$ cat config.mk
export PLATFORM = sky130hd
export DESIGN_NAME = alarm_set_ctrl
export DESIGN_NICKNAME = d
export VERILOG_FILES = /design/src/rtl/alarm_pkg.sv /design/src/rtl/key_repeat.sv /design/src/rtl/alarm_set_ctrl.sv
export SDC_FILE = /design/constraint.sdc
export NUM_CORES = 1
export LEC_CHECK = 0
export ABC_CLOCK_PERIOD_IN_PS = 4290
export BUFFER_PORTS_ARGS = -buffer_cell sky130_fd_sc_hd__buf_4
export CAP_MARGIN = 20
export CORE_ASPECT_RATIO = 0.5
export CORE_UTILIZATION = 50
export DETAILED_ROUTE_END_ITERATION = 10
export PLACE_DENSITY = 0.67
export SLEW_MARGIN = 15
export SYNTH_ARGS = -nofsm -noshare
export SYNTH_HDL_FRONTEND = slang
export SYNTH_HIERARCHICAL = 1
export SYNTH_SLANG_ARGS = --single-unit
$ cat constraint.sdc
create_clock -name clk -period 4.29 [get_ports clk]
set_clock_uncertainty 0.2 [all_clocks]
set_input_delay 0.2145 -clock clk [delete_from_list [all_inputs] [get_ports clk]]
set_output_delay 0.2145 -clock clk [all_outputs]
set_load 0.01 [all_outputs]
$ cat src/rtl/alarm_pkg.sv
`default_nettype none
// ============================================================================
// Module      : alarm_pkg
// Description : Shared types, BCD limits and field-step helpers for the
//               multi-channel alarm setter.
// Revision    : 1.0 - initial multi-channel release
// ============================================================================
package alarm_pkg;

    localparam logic [3:0] MIN_TENS_MAX       = 4'd5;
    localparam logic [3:0] HOUR_TENS_MAX      = 4'd2;
    localparam logic [3:0] HOUR_ONES_MAX_AT_2 = 4'd3;

    typedef logic [3:0] bcd_t;

    typedef struct packed {
        bcd_t hour_tens;
        bcd_t hour_ones;
        bcd_t min_tens;
        bcd_t min_ones;
    } alarm_time_t;

    // Width of the channel select; a single channel still needs one bit
    function automatic int sel_w(input int n);
        return (n <= 1) ? 1 : $clog2(n);
    endfunction

    // Step the minute field by one, wrapping 59<->00 with no hour carry
    function automatic alarm_time_t step_minute(input alarm_time_t t, input logic down);
        alarm_time_t r;
        r = t;
        if (!down) begin
            if (t.min_ones == 4'd9) begin
                r.min_ones = 4'd0;
                r.min_tens = (t.min_tens >= MIN_TENS_MAX) ? 4'd0 : t.min_tens + 4'd1;
            end else begin
                r.min_ones = t.min_ones + 4'd1;
            end
        end else begin
            if (t.min_ones == 4'd0) begin
                r.min_ones = 4'd9;
                r.min_tens = (t.min_tens == 4'd0) ? MIN_TENS_MAX : t.min_tens - 4'd1;
            end else begin
                r.min_ones = t.min_ones - 4'd1;
            end
        end
        return r;
    endfunction

    // Step the hour field by one, wrapping 23<->00
    function automatic alarm_time_t step_hour(input alarm_time_t t, input logic down);
        alarm_time_t r;
        r = t;
        if (!down) begin
            if (t.hour_tens == HOUR_TENS_MAX && t.hour_ones >= HOUR_ONES_MAX_AT_2) begin
                r.hour_tens = 4'd0;
                r.hour_ones = 4'd0;
            end else if (t.hour_ones == 4'd9) begin
                r.hour_ones = 4'd0;
                r.hour_tens = t.hour_tens + 4'd1;
            end else begin
                r.hour_ones = t.hour_ones + 4'd1;
            end
        end else begin
            if (t.hour_tens == 4'd0 && t.hour_ones == 4'd0) begin
                r.hour_tens = HOUR_TENS_MAX;
                r.hour_ones = HOUR_ONES_MAX_AT_2;
            end else if (t.hour_ones == 4'd0) begin
                r.hour_ones = 4'd9;
                r.hour_tens = t.hour_tens - 4'd1;
            end else begin
                r.hour_ones = t.hour_ones - 4'd1;
            end
        end
        return r;
    endfunction

endpackage
`default_nettype wire

$ cat src/rtl/key_repeat.sv
`default_nettype none
// ============================================================================
// Module      : key_repeat
// Description : Rising-edge detect plus hold-to-auto-repeat for one key.
//               o_step fires on the edge that first samples the key high,
//               then once after REPEAT_DELAY held cycles (the first-step
//               cycle counts as cycle 1), then every REPEAT_RATE cycles.
// Revision    : 1.0 - initial release
// ============================================================================
module key_repeat #(
    parameter int REPEAT_DELAY = 500,
    parameter int REPEAT_RATE  = 100,
    parameter int CNT_W        = 16
) (
    input  logic clk,
    input  logic rst,
    input  logic i_key,
    input  logic i_enable,
    output logic o_step
);

    logic             r_key_q;
    logic             r_active;
    logic             r_repeating;
    logic [CNT_W-1:0] r_cnt;

    logic             w_rise;
    logic             w_repeat_hit;
    logic [CNT_W-1:0] w_cnt_next;
    logic [CNT_W-1:0] w_limit;

    assign w_rise       = i_key & ~r_key_q;
    assign w_cnt_next   = r_cnt + CNT_W'(1);
    assign w_limit      = r_repeating ? CNT_W'(REPEAT_RATE) : CNT_W'(REPEAT_DELAY);
    assign w_repeat_hit = r_active & i_key & r_key_q & (w_cnt_next == w_limit);
    assign o_step       = i_enable & (w_rise | w_repeat_hit);

    // Key history and hold counter; release or leaving setting mode stops the hold
    always_ff @(posedge clk) begin
        if (rst) begin
            // Capture the live level so a key held through reset is not seen as a new press
            r_key_q     <= i_key;
            r_active    <= 1'b0;
            r_repeating <= 1'b0;
            r_cnt       <= '0;
        end else begin
            r_key_q <= i_key;
            if (!i_key || !i_enable) begin
                r_active    <= 1'b0;
                r_repeating <= 1'b0;
                r_cnt       <= '0;
            end else if (w_rise) begin
                r_active    <= 1'b1;
                r_repeating <= 1'b0;
                r_cnt       <= CNT_W'(1);
            end else if (r_active) begin
                if (w_repeat_hit) begin
                    r_repeating <= 1'b1;
                    r_cnt       <= '0;
                end else begin
                    r_cnt       <= w_cnt_next;
                end
            end
        end
    end

endmodule
`default_nettype wire

$ cat src/rtl/alarm_set_ctrl.sv
`default_nettype none
// ============================================================================
// Module      : alarm_set_ctrl
// Description : Multi-channel BCD alarm-time setter and comparator. Steps the
//               selected channel with auto-repeat, toggles per-channel enable
//               and pulses a per-channel match on the seconds rollover.
// Revision    : 1.0 - multi-channel successor to the minute-only setter
// ============================================================================
module alarm_set_ctrl
    import alarm_pkg::*;
#(
    parameter  int NUM_ALARMS   = 2,
    parameter  int REPEAT_DELAY = 500,
    parameter  int REPEAT_RATE  = 100,
    parameter  int CNT_W        = 16,
    localparam int SEL_W        = sel_w(NUM_ALARMS)
) (
    input  logic                  clk,
    input  logic                  CLR_n,
    input  logic                  isSettingAlarm,
    input  logic [SEL_W-1:0]      sel_alarm,
    input  logic                  minute_setting,
    input  logic                  hour_setting,
    input  logic                  dir_down,
    input  logic                  en_toggle,
    input  logic [3:0]            cur_hour_tens,
    input  logic [3:0]            cur_hour_ones,
    input  logic [3:0]            cur_min_tens,
    input  logic [3:0]            cur_min_ones,
    input  logic                  sec_zero,
    output logic [3:0]            alarm_hour_tens,
    output logic [3:0]            alarm_hour_ones,
    output logic [3:0]            alarm_minute_tens,
    output logic [3:0]            alarm_minute_ones,
    output logic [NUM_ALARMS-1:0] alarm_en,
    output logic [NUM_ALARMS-1:0] alarm_match
);

    alarm_time_t           r_alarm [NUM_ALARMS];
    logic [NUM_ALARMS-1:0] r_en;
    logic [NUM_ALARMS-1:0] r_match;
    logic                  r_en_key_q;
    alarm_time_t           r_disp;

    logic                  w_min_step;
    logic                  w_hour_step;
    logic                  w_en_rise;
    logic [NUM_ALARMS-1:0] w_sel_hit;
    alarm_time_t           w_sel_time;
    alarm_time_t           w_next_time;
    alarm_time_t           w_cur_time;

    assign w_cur_time = '{hour_tens: cur_hour_tens, hour_ones: cur_hour_ones,
                          min_tens:  cur_min_tens,  min_ones:  cur_min_ones};
    assign w_en_rise  = en_toggle & ~r_en_key_q & isSettingAlarm;

    key_repeat #(
        .REPEAT_DELAY (REPEAT_DELAY),
        .REPEAT_RATE  (REPEAT_RATE),
        .CNT_W        (CNT_W)
    ) u_min_key (
        .clk      (clk),
        .rst      (CLR_n),
        .i_key    (minute_setting),
        .i_enable (isSettingAlarm),
        .o_step   (w_min_step)
    );

    key_repeat #(
        .REPEAT_DELAY (REPEAT_DELAY),
        .REPEAT_RATE  (REPEAT_RATE),
        .CNT_W        (CNT_W)
    ) u_hour_key (
        .clk      (clk),
        .rst      (CLR_n),
        .i_key    (hour_setting),
        .i_enable (isSettingAlarm),
        .o_step   (w_hour_step)
    );

    // Decode the selected channel; an out-of-range select hits nothing and reads as 00:00
    always_comb begin
        w_sel_hit  = '0;
        w_sel_time = '0;
        for (int i = 0; i < NUM_ALARMS; i++) begin
            if (sel_alarm == SEL_W'(i)) begin
                w_sel_hit[i] = 1'b1;
                w_sel_time   = r_alarm[i];
            end
        end
    end

    // Minute and hour fields are independent, so both steps may apply in one cycle
    always_comb begin
        w_next_time = w_sel_time;
        if (w_min_step) begin
            w_next_time = step_minute(w_next_time, dir_down);
        end
        if (w_hour_step) begin
            w_next_time = step_hour(w_next_time, dir_down);
        end
    end

    // Channel time storage, written only for the selected channel
    always_ff @(posedge clk) begin
        if (CLR_n) begin
            for (int i = 0; i < NUM_ALARMS; i++) begin
                r_alarm[i] <= '0;
            end
        end else begin
            for (int i = 0; i < NUM_ALARMS; i++) begin
                if (w_sel_hit[i] && (w_min_step || w_hour_step)) begin
                    r_alarm[i] <= w_next_time;
                end
            end
        end
    end

    // Enable key edge detect and per-channel enable toggle
    always_ff @(posedge clk) begin
        if (CLR_n) begin
            // Live level captured so a key held through reset does not toggle
            r_en_key_q <= en_toggle;
            r_en       <= '0;
        end else begin
            r_en_key_q <= en_toggle;
            if (w_en_rise) begin
                r_en <= r_en ^ w_sel_hit;
            end
        end
    end

    // Registered display mux of the selected channel
    always_ff @(posedge clk) begin
        if (CLR_n) begin
            r_disp <= '0;
        end else begin
            r_disp <= w_sel_time;
        end
    end

    // One-cycle match pulse per channel on the seconds rollover, suppressed while setting
    always_ff @(posedge clk) begin
        if (CLR_n) begin
            r_match <= '0;
        end else begin
            for (int i = 0; i < NUM_ALARMS; i++) begin
                r_match[i] <= sec_zero & r_en[i] & ~isSettingAlarm & (w_cur_time == r_alarm[i]);
            end
        end
    end

    assign alarm_hour_tens   = r_disp.hour_tens;
    assign alarm_hour_ones   = r_disp.hour_ones;
    assign alarm_minute_tens = r_disp.min_tens;
    assign alarm_minute_ones = r_disp.min_ones;
    assign alarm_en          = r_en;
    assign alarm_match       = r_match;

endmodule
`default_nettype wire

# == Word level (Yosys, flattened, before mapping) ==
# Memory sizes are Yosys's and may differ from the RTL's.
# Index checks and enable logic that the tools add are counted.
# totals
reg_bits,59
ram_bits,32
input_bits,25
out_inout_bits,20
mem_count,1
# mem_list
memory,depth,word_bits,read_ports,rd_ports_with_merged_regs,write_ports,line,text
r_alarm,2,16,2,0,2,alarm_set_ctrl.sv:39,alarm_time_t r_alarm [NUM_ALARMS];
# classes
n_addsub,10
order_cmp,2
eq_ne,7
n_mux,37
bitwise,27
n_reduce_logical,22
# ops
operator,count
16-bit two-way mux,6
16-bit == test,4
4-bit two-way mux,10
8-bit two-way mux,5
16-bit by 1-bit adder with 16-bit output (second input constant),2
1-bit AND,18
9-bit two-way mux,2
4-bit by 1-bit adder with 4-bit output (second input constant),4
4-bit zero test,4
4-bit by 1-bit subtractor with 4-bit output (second input constant),4
1-bit two-way mux,14
4-bit == test (second input constant),2
3-bit OR reduction,2
4-bit by 2-bit == test with 1-bit output (second input constant),1
4-bit by 2-bit >= comparator with 1-bit output (second input constant),1
4-bit by 3-bit >= comparator with 1-bit output (second input constant),1
1-bit logical AND,4
1-bit NOT,4
1-bit OR,4
2-bit AND reduction,2
2-bit nonzero test,2
2-bit OR reduction,2
1-bit zero test,3
1-bit logical OR,3
2-bit bitwise XOR,1

# == Longest topological paths before layout ==
# Gate-level depths: netlist of run 1.
# depth
word_depth,11
ltp_mapped,13
depth_no_buf,12

# == Hierarchy ==
# The synthesis of run 1 kept the hierarchy.
# by_module_without_submodules
module,n_inst,cells_each,area_per_inst_um2,seq_area_each_um2
alarm_set_ctrl,1,336,3414.5,1381.3
key_repeat,2,158,1335.0,380.4

# == Least setup slack after synthesis of run 1 ==
# OpenSTA, ideal clock, no wires.
# synth_timing
kind,reg2reg
from,reg u_hour_key.r_cnt[0]
to,"mem r_alarm[0][0] in the netlist's numbering, enable pin"
setup_time_ps,411
t_arrival_ps,3302
path_slack_ps,377
stages_incl_launch_ff,11
cell_sequence,dfxtp_1 > ha_1 > or3b_1 > o31ai_1 > o21ai_0 > nor4_1 > nand4_1 > a21boi_1 > clkbuf_1 > nor2_1 > o21ai_0
# synth_lines
element,line,text
"start, declared",key_repeat.sv:25,logic [CNT_W-1:0] r_cnt;
"start signal, assigned",key_repeat.sv:61,r_cnt <= w_cnt_next;
"end, declared",alarm_set_ctrl.sv:39,

==> results of run 1 <==
[per-stage QoR]
| stage | hold slack (ps) | power [W] | setup slack (ps) | cell area (um^2) | std cells |
|---|---|---|---|---|---|
| 2_1_floorplan | 42.2 | 0.00118 | 377 | 6080 | 652 |
| 6_report | 26.0 | 0.00205 | 476 | 6800 | 856 |
| 3_5_place_dp | 147 | 0.00128 | 601 | 6450 | 835 |
| 3_3_place_gp | 145 | 0.00127 | 763 | 6450 | 835 |
| 4_1_cts | 22.7 | 0.00207 | 593 | 6800 | 856 |
| 5_1_grt | 26.4 | 0.00214 | 264 | 6800 | 856 |
[worst max-delay path: cells and delay by family, from the launching register on]
family                     cells  cell delay [ps]
buffers and inverters          1              290
AOI/OAI and AO/OA              5              880
and+or+nand+nor                6             1440
DFF                            1              480
adders and majority gates      1              310
[layer usage]
metal  GRT usage  up-vias  routed length [um]
met5           0        -                   0
met4      0.0615        0                 220
met3      0.0554       21                 800
met2       0.396      152                6930
met1       0.316     2486                6820
li1            -     2493                   -
[placed cells by master (no fill, tap or decap), drive strengths merged, types with 9 or more instances in the layout]
cell     n
a21oi   37
nand3   19
nor3b   12
or2     10
nor2    63
clkbuf  13
nand2   43
o21a    11
nor3    23
dfxtp   59
inv     14
o21ai   40
a31oi   10
xor2    18
nand4   22
o211ai   9
buf     54
xnor2   37
mux2i   16
edfxtp  32
ha      18
[registers in the layout (all words and copies together), names as in the netlist, 2 cells and up]
| register | cells |
|---|---|
| r_alarm | 32 |
| u_hour_key/r_cnt | 16 |
| u_min_key/r_cnt | 16 |
| alarm_hour_ones | 4 |
| alarm_hour_tens | 4 |
| alarm_minute_ones | 4 |
| alarm_minute_tens | 4 |
| alarm_en | 2 |
| alarm_match | 2 |
[cell families after synthesis]
family          after synthesis  share of synthesized area
buf+inv                      50                     0.0485
fa+ha+maj                    18                     0.0370
flops                        91                      0.352
compound gates              166                      0.195
mux                          21                     0.0496
simple gates                251                      0.239
xor+xnor                     55                     0.0792
[report_power, final]
part           internal, W  switching (W)
registers         0.000929      0.0000361
logic             0.000128       0.000170
clock network     0.000459       0.000329
[cells in the mapped netlist (8+ instances only)]
master                      n  share of area
sky130_fd_sc_hd__a21oi_1   36          0.030
sky130_fd_sc_hd__a31oi_1   10          0.010
sky130_fd_sc_hd__and4_1     8          0.012
sky130_fd_sc_hd__buf_2     10         0.0082
sky130_fd_sc_hd__clkbuf_1  11         0.0068
sky130_fd_sc_hd__dfxtp_1   59           0.19
sky130_fd_sc_hd__edfxtp_1  32           0.16
sky130_fd_sc_hd__ha_1      18          0.037
sky130_fd_sc_hd__inv_1     14         0.0086
sky130_fd_sc_hd__nand2_1   43          0.027
sky130_fd_sc_hd__nand3_1   17          0.014
sky130_fd_sc_hd__nand4_1   16          0.016
sky130_fd_sc_hd__nor2_1    63          0.039
sky130_fd_sc_hd__nor3_1    22          0.018
sky130_fd_sc_hd__nor3b_1    9          0.011
sky130_fd_sc_hd__o21a_1    11          0.014
sky130_fd_sc_hd__o21ai_0   26          0.021
sky130_fd_sc_hd__o21ai_1   14          0.012
sky130_fd_sc_hd__or2_2      9         0.0093
sky130_fd_sc_hd__xnor2_1   37          0.053
sky130_fd_sc_hd__xor2_1    18          0.026
[layout make-up]
| cell class | count | area, um^2 |
|---|---|---|
| fillers | 1076 | 5040 |
| well taps | 165 | 206 |
| clock buffers | 13 | 282 |
| flip-flops and latches | 91 | 2140 |
| multi-input cells | 511 | 3650 |
| clock inverters | 3 | 18.8 |
| repair buffers | 59 | 455 |
| inverters | 14 | 52.6 |
[what timing repair did]
| action | CTS | global route |
|---|---|---|
| hold endpoints to repair | 4 | 0 |
| setup buffers | 0 | 0 |
| hold buffers | 5 | 0 |
[path summary, 6_finish.rpt]
check,cells past startpoint,to,slack (ps)
worst max-delay path,13,r_alarm[0][10],480
worst min-delay path,4,alarm_match[1],30
worst max register to register,13,r_alarm[0][10],480
worst min register to register,2,u_hour_key/r_cnt[10],320
==> impl_summary.md, run 1 <==
Clocking
The maximum clock path buffer count is 2. The number of H-tree branching levels is 3. The sink count of the clock tree is 91. The count of cells resized by post-cts repair is 0. TritonCTS created 9 clock buffers. Clock tree synthesis selected as its root buffer the cell sky130_fd_sc_hd__clkbuf_16. After clock tree synthesis, the clock-pin slew on the worst setup and hold paths is about 60 ps.

For the worst-skew pair, the clock arrives at the later sink with an insertion delay of 340 ps. The clock tree from TritonCTS is yes.

Worst setup path
By startpoint and endpoint, the worst setup path is classified as reg -> reg. STA classifies the critical path startpoint as a register. The critical path goes through ha_1 > nand3_2 > nor2_1 > a32oi_1 > nor4_1 > nand4_1 > a21boi_1 > buf_4 > nor2b_1 > nand3_1 > o31ai_1 > a22oi_1 > o31ai_1. The required time of the critical path is 4210 ps. The worst stage delay on the critical path is 480 ps.

The worst setup path is captured at a register. The cell type with the highest occurrence count on the critical path is sky130_fd_sc_hd__o31ai_1. The arrival time of data at the critical path endpoint is 3730 ps. Tracing the worst setup path back leads to its startpoint at u_hour_key/r_cnt[0]. The worst reg2reg path startpoint is u_hour_key/r_cnt[0]. The maximum net fanout on the critical path is 16. The highest-delay cell along the critical path is sky130_fd_sc_hd__dfxtp_1.

Synth
The share of flip-flops with an asynchronous set or reset after synthesis is 0. For this run, the register share of the synthesized area comes to 0.352. The mean cell area of the mapped netlist is 9.33 um^2. During synthesis, Yosys emitted a total of 6 warnings.

Yosys mapped a number of flops with a built-in enable equal to 32. After synthesis the netlist holds a flip-flop and latch count of 91. The netlist uses 88 different library cells. The total nets after synthesis is between 600 and 700.

The total standard cell area after synthesis is between 0.006 and 0.007 mm^2. The cell count after synthesis came out at 652. The most used flip-flop cell after synthesis is sky130_fd_sc_hd__dfxtp_1.

Pwr
The power per cell area is 302 mW/mm^2. The static leakage power is 2.43 nW. The worst IR drop on VDD is 0.159 mV.

Timing
Setup repair after global routing left no endpoint under its margin. Based on the critical path, the design can be clocked at up to around 260 MHz. Setup violations remaining at the end of the flow were counted as 0. Measured against its own limit, the worst slew margin works out to 0.572.

The worst path in the final design needs a cycle of 3810 ps, including I/O delays and setup. The number of hold violations in the final report is 0. For the final routed database, the setup TNS stands at 0 ps.

Dividing the final minimum period by the clock period gives 0.889. The count of final max-slew check failures is 0. The slew at the pin closest to its max-slew limit is approximately 640 ps.

Die
The die covers 0.0126 mm^2. The floorplan step set the die height to 80.0 um. The die is 158 um wide. In this run the core area contains 28 standard-cell rows. The floorplan step defined a core boundary enclosing 0.0118 mm^2. The starting density of the core is 0.514. The top-level port count is 45.

Routing
The iteration count of the initial detailed-routing pass is 6. The average detailed-routed wire length per instance is between 15 and 20 um. In this run, the number of DRC markers left after iteration 0 of detailed routing was 419. The remaining routing DRC violations is 0.

The total via count in the routed design is 5152. The detailed-route wire length is 14.8 mm. The via count normalized by instance count is 6.02. The number of nets still failing antenna checks after routing is 0.

Place
The count of port buffers added during placement is between 40 and 50. The placer congestion estimate is 0.867. The detailed-placement wirelength estimate is 10.5 mm.

Run
The tool flagged a number of max-cap violations equal to 0.

Hold path
The path class of the tightest hold or removal check is in -> reg. The startpoint of the worst hold path is cur_hour_tens[3].

Layout
The antenna cell count is 0. The number of nets in the layout is 729. The layout-stage area growth over the synthesis result is 11.8%. Measured on the finished design, the core utilization comes to 0.575.

In the final layout, the share of cells above drive strength 1 is 0.184.

GRT
The final global-route overflow total is 0. The first global-routing pass estimated 23.3 mm of wire. Entering global routing, the biggest net connects 43 pins. The via count of the first global-routing pass is roughly 4600. The initial antenna violation count is 0. In the global route stage, overall resource usage came out at 0.240.

Outcome
The run finished with clean final reports.
No activity file was read; power rests on OpenSTA's default activity.
==> inputs of run 2 (changes only) <==
--- a/config.mk
+++ b/config.mk
@@ -5,13 +5,14 @@
 export SDC_FILE = /design/constraint.sdc
 export NUM_CORES = 1
 export LEC_CHECK = 0
-export ABC_CLOCK_PERIOD_IN_PS = 4290
+export ABC_CLOCK_PERIOD_IN_PS = 4150
 export BUFFER_PORTS_ARGS = -buffer_cell sky130_fd_sc_hd__buf_4
 export CAP_MARGIN = 20
 export CORE_ASPECT_RATIO = 0.5
 export CORE_UTILIZATION = 50
 export DETAILED_ROUTE_END_ITERATION = 10
 export PLACE_DENSITY = 0.67
+export SETUP_SLACK_MARGIN = 0.5
 export SLEW_MARGIN = 15
 export SYNTH_ARGS = -nofsm -noshare
 export SYNTH_HDL_FRONTEND = slang
==> constraint.sdc (replaced) <==
create_clock -name clk -period 4.15 [get_ports clk]
set_clock_uncertainty 0.2 [all_clocks]
set_input_delay 0.2075 -clock clk [delete_from_list [all_inputs] [get_ports clk]]
set_output_delay 0.2075 -clock clk [all_outputs]
set_load 0.05 [all_outputs]
==> run 2 against run 1 <==
  * Design area rose by 0.51%
  * Global-route usage rose by 1.1 points
  * Worst hold slack got worse by 7.8 ps
  * Fmax rose by 11%
  * Flip-flop and latch count did not move
  * Utilization rose by 0.30 points
  * Clock power fell by 0.9%
  * Final cell count rose by 0.35%
  * Routed wire length rose by 2.1%
  * Critical path type unchanged
==> impl_summary.md, run 2 (synthesis gave the netlist of run 1 again) <==
Timing
Setup repair after global routing left no endpoint under its margin. The slew at the pin closest to its max-slew limit is 580 ps (-61.7 ps). The clock period minus final worst setup slack was 3440 ps (-373 ps). The count of final max-slew check failures was 0 (unchanged).

The final critical-path share of the clock period was 0.829 (-0.0598). The number of hold violations in the final report is 0 (unchanged). The number of endpoints failing setup at the final stage is 0 (unchanged). The headroom to the max-slew limit came to 0.613 (+0.0402). The highest achievable clock rate is 291 MHz (+11%). The sum of negative setup slack was 0 ps (unchanged).

Layout
The largest registers in the layout are r_alarm x32, u_hour_key/r_cnt x16, u_min_key/r_cnt x16. The fraction of final layout cells sized beyond drive strength 1 was 0.199 (+0.0151). The antenna cell count was 0 (unchanged). The number of nets in the layout is 732 (+0.41%).

Leaving out fill and tap cells, the most frequent cell in the layout is sky130_fd_sc_hd__nor2_1. r_alarm holds more flip-flops than any other register. The number of cells in the finished layout apart from fillers is 859 (+0.35%). The register area was 0.00215 mm^2 (+0.18%). The combined area of the multi-input logic cells was 0.00367 mm^2 (+0.72%). The layout-stage area growth over the synthesis result is 12.4%. The number of inserted filler cells in the final layout is 1115 (+3.6%). The top cell types in the final layout, fill and taps aside, are 61 x sky130_fd_sc_hd__nor2_1, 56 x sky130_fd_sc_hd__dfxtp_1, 56 x sky130_fd_sc_hd__buf_4. The flip-flop count of the largest register, all copies and words added came to 32 (unchanged).

GRT
The total routing usage reported by global routing is 0.251 (+0.0108). The final global-route overflow total was 0 (unchanged). The initial antenna violation count came to 0 (unchanged).

The met2 capacity usage during global routing is 0.437 (+0.0405). The met3 track demand over resource is 0.0472 (-0.00814). The via count of the first global-routing pass is 4731 (+4.0%). The met1 usage in global routing is 0.322 (+0.00617). The largest net degree at the start of global routing is 29 (-33%). The global routing stage identified its most utilized layer as met2. The first-pass GRT wire length was 24.5 mm (+5.3%).

Place
The count of port buffers added during placement is 44 (unchanged). The instance count after placement with tap cells included is 837 (+0.24%). The detailed-placement wirelength estimate is 10.8 mm (+2.8%). The placer congestion estimate is 0.905 (+4.3%).

Outcome
The run finished with clean final reports.

Die
The core area came to 0.0118 mm^2 (unchanged). The number of core rows is 28 (unchanged). The full die area is 0.0126 mm^2 (unchanged). The die span in y was 80.0 um (unchanged).

The starting density of the core is 0.514 (unchanged). The width of the die came to 158 um (unchanged). The top-level port count is 45 (unchanged).

Routing
The total via count in the routed design came to 5164 (+0.23%). The detailed-route wire length came to 15.1 mm (+2.1%). The number of nets still failing antenna checks after routing is 0 (unchanged).

The average detailed-routed wire length per instance came to 17.6 um (+1.8%). The iteration count of the initial detailed-routing pass was 5 (-1). The remaining routing DRC violations is 0 (unchanged).

The via count normalized by instance count is 6.01 (-0.12%). The number of violations reported at the end of detailed-routing iteration 0 is 442 (+5.5%).

Worst setup path
The category of the most critical setup path is reg -> reg. The required time of the critical path is 4060 ps (-150 ps). The maximum net fanout on the critical path is 19 (+3). The worst setup path is captured at a register. STA classifies the critical path startpoint as a register.

The arrival time of data at the critical path endpoint came to 3350 ps (-380 ps).

Pwr
The power per cell area is 310 mW/mm^2 (+2.9%). The worst IR drop on VDD is 0.163 mV (+3.0%). The static leakage power was 2.42 nW (-0.32%).

Clocking
The register clock-pin slew on the reported worst setup and hold paths was 70 ps (about the same). The maximum clock path buffer count is 2 (unchanged). The clock tree from TritonCTS is yes.

The buffers inserted during post-CTS setup optimization came to 0 (unchanged). The number of H-tree branching levels was 3 (unchanged). The number of buffers inserted during clock tree synthesis is 9 (unchanged). The clock latency of the later-clocked register in the worst-skew pair is 340 ps (about the same). The sink count of the clock tree is 91 (unchanged). The cell at the root of the clock tree is sky130_fd_sc_hd__clkbuf_16.

Run
The number of max-capacitance violations reported is 0 (unchanged).

Hold path
The class of the worst hold path is in -> reg.
-- run 2: layout make-up --
type / count / share of cell area
clock buffers: 13 / 0.0381
clock inverters: 3 / 0.00293
inverters: 14 / 0.00768
multi-input cells: 511 / 0.537
flip-flops and latches: 91 / 0.314
well taps: 165 / 0.0302
repair buffers: 62 / 0.0703
-- run 2: timing repair --
| action | in CTS | in global routing |
|---|---|---|
| gates resized for setup | 1 | 11 |
| endpoints found under the setup margin | 2 | 37 |
| hold endpoints to repair | 4 | 0 |
| hold buffers | 6 | 0 |
-- run 2: path summary, 6_finish.rpt --
path	start	end	slack [ps]	cells past startpoint
max reg2reg	u_hour_key/r_cnt[0]	r_alarm[0][1]	710	12
min	cur_hour_tens[0]	alarm_match[0]	20	4
max	u_hour_key/r_cnt[0]	r_alarm[0][1]	710	12
min reg2reg	u_hour_key/r_cnt[1]	u_hour_key/r_cnt[1]	320	2
-- run 2: where the power goes --
part,total [W],switching (W),internal (W),leakage [nW]
clock,0.000782,0.000342,0.000440,0.137
sequential,0.000998,0.0000373,0.000961,0.816
combinational,0.000343,0.000208,0.000135,1.47
total,0.00212,0.000587,0.00154,2.42
-- run 2: layer usage --
layer / up-vias / share of wire / wire length [um]
li1: 2505 / - / -
met1: 2466 / 0.45 / 6780
met2: 183 / 0.49 / 7350
met3: 10 / 0.056 / 839
met4: 0 / 0.0074 / 112
met5: - / 0 / 0
-- run 2: per-stage QoR --
stage                     total power [W]  worst slack [ps]  instance area, um^2  hold WS, ps   util
after global placement            0.00135               557                 6470          137  0.546
after CTS                         0.00214               583                 6810         6.85  0.575
after global routing              0.00221               508                 6840         60.6  0.578
final                             0.00212               708                 6840         18.2  0.578
after detailed placement          0.00135               502                 6470          138  0.546
after floorplan                   0.00125               669                 6080         35.2      -
-- run 2: worst max-delay path: stages, from the launching register on --
cell	delay, ps
sky130_fd_sc_hd__dfxtp_2	410
sky130_fd_sc_hd__ha_2	260
sky130_fd_sc_hd__nand3_2	220
sky130_fd_sc_hd__nor2_2	170
sky130_fd_sc_hd__a32oi_1	140
sky130_fd_sc_hd__nor4_2	360
sky130_fd_sc_hd__nand4_1	190
sky130_fd_sc_hd__a21boi_1	180
sky130_fd_sc_hd__buf_4	250
sky130_fd_sc_hd__nor2_1	100
sky130_fd_sc_hd__nor2_2	230
sky130_fd_sc_hd__nand2_1	140
sky130_fd_sc_hd__a211oi_1	360
